## src/rtl/preg_ready_table.sv

```systemverilog
// preg_ready_table: ready-bit table for the physical register file of the
// out-of-order core. Rename allocation clears a tag's ready bit, either
// writeback port sets it, and a flush forces every tag ready. It also keeps
// a registered count of not-ready tags and a sticky protocol-error flag.
//
// Ports:
//   clk            rising-edge clock
//   reset_n        asynchronous active-low reset
//   flush          misprediction recovery, forces all tags ready
//   alloc_valid    rename allocated alloc_tag this cycle
//   alloc_tag      tag to mark not-ready
//   wb0_valid/tag  writeback port 0, tag to mark ready
//   wb1_valid/tag  writeback port 1, tag to mark ready
//   ready_vec      registered ready bits, bit i = tag i ready
//   ready_vec_byp  combinational ready_vec | wb0 one-hot | wb1 one-hot
//   pending_count  registered number of zero bits in ready_vec
//   proto_err      sticky protocol-violation flag
module preg_ready_table #(
  parameter int unsigned NUM_TAGS = 16,
  parameter int unsigned TAG_W    = 4
) (
  input  logic                clk,
  input  logic                reset_n,
  input  logic                flush,
  input  logic                alloc_valid,
  input  logic [TAG_W-1:0]    alloc_tag,
  input  logic                wb0_valid,
  input  logic [TAG_W-1:0]    wb0_tag,
  input  logic                wb1_valid,
  input  logic [TAG_W-1:0]    wb1_tag,
  output logic [NUM_TAGS-1:0] ready_vec,
  output logic [NUM_TAGS-1:0] ready_vec_byp,
  output logic [TAG_W:0]      pending_count,
  output logic                proto_err
);

  localparam int unsigned CNT_W = TAG_W + 1;

  logic [NUM_TAGS-1:0] ready_q, ready_d;
  logic [CNT_W-1:0]    pend_q, pend_d;
  logic                err_q, err_d;

  logic [NUM_TAGS-1:0] wb0_oh, wb1_oh, set_mask, clr_mask;
  logic                err_dbl_alloc, err_spur0, err_spur1, err_dup_wb;
  logic                err_alloc_wb, err_any;

  // One-hot decodes of each port, gated by its valid.
  always_comb begin
    wb0_oh   = '0;
    wb1_oh   = '0;
    clr_mask = '0;
    if (wb0_valid)   wb0_oh   = NUM_TAGS'(1) << wb0_tag;
    if (wb1_valid)   wb1_oh   = NUM_TAGS'(1) << wb1_tag;
    if (alloc_valid) clr_mask = NUM_TAGS'(1) << alloc_tag;
    set_mask = wb0_oh | wb1_oh;
  end

  // Same-cycle wakeup path for the issue-side tag-lookup muxes; still ORs the
  // writeback bits during flush since issue is ignored then anyway.
  always_comb begin
    ready_vec_byp = ready_q | set_mask;
  end

  // Protocol checks, all against the registered (pre-update) state.
  always_comb begin
    err_dbl_alloc = alloc_valid && !ready_q[alloc_tag];
    err_spur0     = wb0_valid && ready_q[wb0_tag];
    err_spur1     = wb1_valid && ready_q[wb1_tag];
    err_dup_wb    = wb0_valid && wb1_valid && (wb0_tag == wb1_tag);
    err_alloc_wb  = alloc_valid &&
                    ((wb0_valid && (wb0_tag == alloc_tag)) ||
                     (wb1_valid && (wb1_tag == alloc_tag)));
    err_any       = err_dbl_alloc | err_spur0 | err_spur1 |
                    err_dup_wb | err_alloc_wb;
  end

  // Next state: flush dominates; otherwise clear wins over set on a tag.
  always_comb begin
    ready_d = ready_q;
    err_d   = err_q;
    if (flush) begin
      ready_d = '1;
    end else begin
      ready_d = (ready_q | set_mask) & ~clr_mask;
      if (err_any) err_d = 1'b1;
    end
  end

  // Pending count tracks the next ready vector so both land on one edge.
  always_comb begin
    pend_d = '0;
    for (int unsigned i = 0; i < NUM_TAGS; i++) begin
      if (!ready_d[i]) pend_d = pend_d + CNT_W'(1);
    end
  end

  // State registers.
  always_ff @(posedge clk or negedge reset_n) begin
    if (!reset_n) begin
      ready_q <= '1;
      pend_q  <= '0;
      err_q   <= 1'b0;
    end else begin
      ready_q <= ready_d;
      pend_q  <= pend_d;
      err_q   <= err_d;
    end
  end

  assign ready_vec     = ready_q;
  assign pending_count = pend_q;
  assign proto_err     = err_q;

endmodule

```

## config.mk

```make
export PLATFORM = sky130hd
export DESIGN_NAME = preg_ready_table
export DESIGN_NICKNAME = d
export VERILOG_FILES = /design/src/rtl/preg_ready_table.sv
export SDC_FILE = /design/constraint.sdc
export NUM_CORES = 1
export LEC_CHECK = 0
export ABC_AREA = 1
export BUFFER_PORTS_ARGS = -buffer_cell sky130_fd_sc_hd__buf_2
export CAP_MARGIN = 20
export CORE_UTILIZATION = 55
export CTS_CLUSTER_DIAMETER = 80
export DETAILED_ROUTE_END_ITERATION = 6
export GPL_TIMING_DRIVEN = 0
export PLACE_DENSITY_LB_ADDON = 0.2
export REMOVE_ABC_BUFFERS = 1
export SYNTH_ARGS = -nofsm -noshare
export SYNTH_HDL_FRONTEND = slang
export SYNTH_SLANG_ARGS = --single-unit
```

## constraint.sdc

```tcl
create_clock -name clk -period 8.1 [get_ports clk]
set_input_delay 0.81 -clock clk [delete_from_list [all_inputs] [get_ports clk]]
set_output_delay 0.81 -clock clk [all_outputs]
set_load 0.005 [all_outputs]
```

==> key figures, run 1 <==
Outcome
  – Status: finished clean

Power and ir drop
  – Power per cell area: 81.7 nW/µm²
  – Comb power frac: 0.427
  – Post-layout power: 0.341 mW
  – Net switching power figure: 0.131 mW
  – Int Power: 0.210 mW
  – Clock Power Share: 0.227
  – Pleak: 2.39 nW
  – Highest ir drop seen on vdd: 65.1 µV
  – Sequential Power Share: 0.346
  – Net switching fraction of the power: 0.383

Global routing
  – First-pass GRT wire length: 15900 µm
  – Largest net degree at the start of global routing: 23
  – Vias in the first global route: 3513
  – Grt total ovfl: 0
  – Initial antenna violation count: 0
  – Gr usage total: 0.305

Yosys
  – Yosys warns: 0
  – Post-Syn Area: 3500 µm²
  – Unique cell type count in the Yosys netlist: 41
  – Synthesized instance count: 591
  – Flops & latches, synth: 22
  – Synth top area cells: nand2_1 17%, dfstp_2 12%, inv_1 11%
  – Synth top area share: 0.173
  – Post-synthesis sequential area ratio: 0.163
  – Post-synth top area cell: nand2_1
  – Mapped Avg Cell Area: 5.92 µm²

Drt
  – DRT iter0 DRCs: 281
  – Routed WL: 10500 µm
  – Drt wl/cell: 14.3 µm
  – Drc violations: 0
  – Number of routed nets with antenna violations: 0
  – Vias: 4017
  – Vias per cell: 5.47
  – TritonRoute pass-1 iters: 6

Worst setup path
  – Crit Path Category: in -> reg
  – Arrival @ worst endpoint: 7930 ps
  – Critical Path Start Type: input port
  – Crit end category: flip-flop
  – Worst Setup SP: wb0_tag[1]
  – Top delay family on crit path: simple AND/OR/NAND/NOR gates
  – Worst path slowest cell: ha_4
  – Worst-case reg-to-reg path depth: 50
  – Critical path data required time: 8250 ps
  – Most used cell along the critical path: nand2_1
  – R2r startpoint: ready_vec[1]
  – Critical path's largest stage delay: 310 ps
  – R2R Path End: pending_count[4]
  – Setup slack, reg-to-reg: 730 ps
  – Critical Path Stages: 53
  – CP Buf/Inv Count: 7
  – Worst-path fanout max: 5

Timing
  – Final worst slack: 323 ps
  – Crit share post-route: 0.960
  – Endpoints failing hold: 0
  – Setup Skew: 5.23 ps
  – Max_slew headroom: 0.647
  – FMAX: 129 MHz
  – Final setup viols: 0
  – Worst-Margin Slew: 525 ps
  – Post-layout min period: 7780 ps
  – Fin. max-slew vios: 0
  – Worst hold slack: 460 ps

Job
  – Maximum Capacitance Violations: 0

Die
  – Num ports: 56
  – Die width: 81.8 µm
  – Initial Util: 0.581
  – Core ar.: 6030 µm²
  – DIE HEIGHT: 81.8 µm
  – Die ar.: 6690 µm²
  – Row count: 28

Place
  – Placer Congestion: 0.944
  – Cell Area, Placed: 3860 µm²
  – Worst slack at placement: -820 ps
  – Post-DP HPWL: 8440 µm
  – Port buffer count: 55
  – Placed Instances: 719

Cells and area
  – Fin nets: 693
  – Sequential cell area: 571 µm²
  – Ant diodes: 0
  – Area of the multi-input gates: 2630 µm²
  – Commonest non-fill, non-tap cell in the layout: nand2_1
  – Fill count: 539
  – Area growth syn-to-layout: 19.1%
  – Post-layout instance area: 4170 µm²
  – Layout Cells excl Fill: 735
  – Fraction of layout cells with a size suffix above 1: 0.336
  – Most frequent cells in the layout: 149 x nand2_1, 98 x inv_1, 54 x nand2_2

CTS
  – Clk Latency, worst-skew pair: 260 ps
  – Clock sink count: 22
  – CTS tree: done
  – H-tree depth reported by CTS: 1
  – Clk slew on worst S/H paths: 70 ps
  – Root Driver: clkbuf_8
  – CTS buffer count: 3
  – Max Root-Sink Buffers: 2

Hold path
  – Hold Crit Class: reg -> reg
  – Hold Path Origin: proto_err
  – Hold endpoint: proto_err
  – Worst hold stages: 1
==> power by group through the flow <==
stage	logic [mW]	clock network [mW]	registers, mW
2_1_floorplan	0.0859	0	0.119
3_3_place_gp	0.120	0	0.120
3_5_place_dp	0.125	0	0.119
4_1_cts	0.133	0.0793	0.118
5_1_grt	0.162	0.0837	0.118
6_report	0.146	0.0774	0.118
==> worst max-delay path by stage <==
stage,endpoint,slack [ps]
2_1_floorplan,pending_count[4],310
3_3_place_gp,pending_count[4],-540
3_5_place_dp,pending_count[4],-820
4_1_cts,pending_count[4],20
5_1_grt,pending_count[4],-100
6_report,pending_count[4],320
==> kinds of logic (layout without fill, tap and decap cells) <==
kind of cell               count (synthesis)  in the layout  share of synthesized area
and+or+nand+nor                          359            359                      0.512
buffers and inverters                    120            189                      0.129
AOI/OAI and AO/OA                         71             71                      0.133
DFF                                       22             22                      0.163
adders and majority gates                 14             14                     0.0500
xor gates and xnor gates                   4              4                     0.0100
muxes                                      1              1                    0.00286
==> registers in the layout (all words and copies together), names as in the netlist <==
register       cells
proto_err          1
pending_count      5
ready_vec         16
==> what timing repair did <==
item	CTS	global route
hold buffers	0	0
buffers inserted	3	9
cloned	0	0
hold endpoints to repair	0	0
resized for setup	14	27
pin swaps	5	17
endpoints found under the setup margin	4	4
==> through the flow <==
step | utilization | TNS, ps
floorplan | - | 0
global placement | 0.641 | -1680
detailed placement | 0.641 | -2790
CTS | 0.662 | 0
global route | 0.692 | -108
finish | 0.692 | 0
==> layer usage <==
layer / track usage / wire, µm / vias up
li1: - / - / 2047
met1: 0.381 / 4550 / 1817
met2: 0.546 / 5100 / 132
met3: 0.0378 / 624 / 21
met4: 0.0807 / 208 / 0
met5: 0 / 0 / -
==> synth_stat cells (all sizes together) <==
master and number:
nand2 212, inv 116, nand3 69, nor2 57, o21ai 20, dfstp 16, ha 14, o22ai 14
a21oi 9, o31ai 8, a22oi 6, dfrtp 6, nor3 6, nand3b 5, or2 5, nand4 4
a221oi 3, o2111ai 3, a2111oi 2, a221o 2, clkbuf 2, clkinv 2, o221ai 2, xnor2 2
xor2 2, a21o 1, a311o 1, and2 1, mux2i 1
==> worst reg2reg max path: cells and delay by family (launching register included) <==
kind	cells	cell delay, ps
AND/OR/NAND/NOR	26	3060
adder cells (fa/ha/maj)	9	2300
AO/OA/AOI/OAI	6	620
flip-flops	1	580
buffers and inverters	7	410
multiplexers	1	230
XOR/XNOR	1	80
==> cell type report <==
type                       instances  share of cell area
inverter                         118               0.107
sequential                        22               0.137
tap                               75              0.0225
multi-input combinational        449               0.631
clock buffer                       4              0.0132
timing repair buffer              67              0.0894
No activity file was read; power rests on OpenSTA's default activity.
==> run 2, diff against run 1 <==
--- a/config.mk
+++ b/config.mk
@@ -8,6 +8,7 @@
 export ABC_AREA = 1
 export BUFFER_PORTS_ARGS = -buffer_cell sky130_fd_sc_hd__buf_2
 export CAP_MARGIN = 20
+export CORE_ASPECT_RATIO = 1.25
 export CORE_UTILIZATION = 55
 export CTS_CLUSTER_DIAMETER = 80
 export DETAILED_ROUTE_END_ITERATION = 6
==> run 2 against run 1 <==
Sequential share of layout area down 0.24 points. Highest routed layer unchanged. Sequential cell count unchanged. Largest cell class unchanged. Utilization down 0.38 points. Total power up 2.9%. Clock skew up 3.1 ps. Register-to-register slack better by 20 ps. Critical path type unchanged. Sequential power about the same. Final cell count up 2.2%. Clock-buffer cell count unchanged.
==> key figures, run 2 (synthesis gave the netlist of run 1 again) <==
CTS
  – H-tree depth reported by CTS: 1 (unchanged)
  – Max Root-Sink Buffers: 2 (unchanged)
  – Hold buffer count at cts: 0 (unchanged)
  – Clk Latency, worst-skew pair: 270 ps (about the same)
  – CTS tree: done
  – Clk slew on worst S/H paths: 70 ps (about the same)
  – Root Driver: clkbuf_8
  – CTS buffer count: 3 (unchanged)
  – Clock sink count: 22 (unchanged)

Drt
  – DRT iter0 DRCs: 283 (+0.71%)
  – Drt wl/cell: 14.0 µm (-2.2%)
  – Vias: 4093 (+1.9%)
  – Drc violations: 0 (unchanged)
  – TritonRoute pass-1 iters: 5 (-1)
  – Vias per cell: 5.45 (-0.28%)
  – Routed WL: 10500 µm (about the same)
  – Number of routed nets with antenna violations: 0 (unchanged)

Global routing
  – First-pass GRT wire length: 17000 µm (+6.7%)
  – Vias in the first global route: 3810 (+8.5%)
  – Grt total ovfl: 0 (unchanged)
  – Gr usage total: 0.320 (+0.0148)
  – Largest net degree at the start of global routing: 23 (unchanged)
  – Initial antenna violation count: 0 (unchanged)

Die
  – Core ar.: 6170 µm² (+2.3%)
  – DIE HEIGHT: 91.2 µm (+12%)
  – Die width: 73.4 µm (-10%)
  – Initial Util: 0.568 (-0.0132)
  – Row count: 32 (+14%)
  – Die ar.: 6690 µm² (about the same)
  – Num ports: 56 (unchanged)

Power and ir drop
  – Net switching power figure: 0.136 mW (+4.3%)
  – Pleak: 2.43 nW (+1.6%)
  – Sequential Power Share: 0.336 (-0.010)
  – Power per cell area: 82.7 nW/µm² (+1.1%)
  – Net switching fraction of the power: 0.388 (+0.00519)
  – Clock Power Share: 0.226 (about the same)
  – Int Power: 0.215 mW (+2.1%)
  – Comb power frac: 0.439 (+0.012)
  – Highest ir drop seen on vdd: 74.7 µV (+15%)

Timing
  – Crit share post-route: 0.957 (-0.00268)
  – Worst-Margin Slew: 541 ps (+16.0 ps)
  – Post-layout min period: 7760 ps (-21.7 ps)
  – Worst hold slack: 461 ps (+0.710 ps)
  – FMAX: 129 MHz (+0.28%)
  – Max_slew headroom: 0.637 (-0.0107)
  – Endpoints failing hold: 0 (unchanged)
  – Setup Skew: 8.35 ps (+3.11 ps)
  – Final setup viols: 0 (unchanged)
  – Fin. max-slew vios: 0 (unchanged)
  – Final worst slack: 345 ps (+21.7 ps)

Cells and area
  – Layout Cells excl Fill: 751 (+2.2%)
  – Most frequent cells in the layout: 150 x nand2_1, 95 x inv_1, 54 x nand2_2
  – Fraction of layout cells with a size suffix above 1: 0.347 (+0.0105)
  – Area growth syn-to-layout: 21.2%
  – Ant diodes: 0 (unchanged)
  – Commonest non-fill, non-tap cell in the layout: nand2_1
  – Area of the multi-input gates: 2650 µm² (+0.62%)
  – Max reg flops: 16 (unchanged)
  – Sequential cell area: 571 µm² (unchanged)
  – Final core area utilization: 0.688 (-0.00375)
  – Fill count: 598 (+11%)
  – Fin nets: 699 (+0.87%)

Place
  – Port buffer count: 55 (unchanged)
  – Post-DP HPWL: 8360 µm (-0.99%)
  – Worst slack at placement: -781 ps (+38.7 ps)
  – Placed Instances: 729 (+1.4%)
  – Placer Congestion: 0.893 (-5.4%)

Worst setup path
  – Worst path slowest cell: or2_2
  – Crit end category: flip-flop
  – Arrival @ worst endpoint: 7910 ps (-20 ps)
  – Crit Path Category: in -> reg
  – Critical path's largest stage delay: 320 ps (about the same)
  – Worst-path fanout max: 4 (-1)
  – Critical Path Start Type: input port
  – Critical path data required time: 8260 ps (about the same)

Hold path
  – Hold Crit Class: reg -> reg

Job
  – Maximum Capacitance Violations: 0 (unchanged)

Outcome
  – Status: finished clean
## run 2: layout make-up
class | count | share of cell area
clock buffers | 4 | 0.0130
inverters | 118 | 0.106
multi-input cells | 449 | 0.623
flip-flops and latches | 22 | 0.134
well taps | 85 | 0.0251
repair buffers | 73 | 0.0985
## run 2: per-stage QoR
stage	TNS [ps]	cell area [µm²]	power (mW)
floorplan	0	3490	0.205
global placement	-1610	3870	0.240
detailed placement	-2620	3870	0.244
CTS	0	4020	0.330
global route	-83.6	4240	0.375
finish	0	4240	0.351
## run 2: final timing paths
path	start	end	slack, ps	depth (start not counted)
max	wb1_valid	pending_count[4]	340	52
min	proto_err	proto_err	460	1
max reg2reg	ready_vec[0]	pending_count[4]	750	50
min reg2reg	proto_err	proto_err	460	1
max in group asynchronous	reset_n	ready_vec[15]	7240	1
min in group asynchronous	reset_n	pending_count[1]	510	1
## run 2: worst max-delay path, delay by kind of cell
family                     cells  cell delay [ps]
AOI/OAI and AO/OA              6              730
adders and majority gates      9             2460
and+or+nand+nor               26             2920
buffers and inverters          9              750
xor gates and xnor gates       2              240
## run 2: per-layer routing
layer	vias to the layer above	routed length (µm)	GRT usage
met5	-	0	0
met4	0	299	0.104
met3	39	584	0.0388
met2	162	5210	0.564
met1	1843	4390	0.394
li1	2049	-	-
## run 2: power groups by stage
stage	clock network [mW]	registers, mW	logic [mW]
after global placement	0	0.119	0.120
after CTS	0.0791	0.118	0.133
after detailed placement	0	0.119	0.125
final	0.0792	0.118	0.154
after floorplan	0	0.119	0.0859
after global routing	0.0854	0.118	0.171
## run 2: timing repair
action / CTS / global route
setup endpoints to repair: 4 / 4
gates resized for setup: 12 / 34
buffers inserted: 7 / 11
pin swaps: 4 / 19
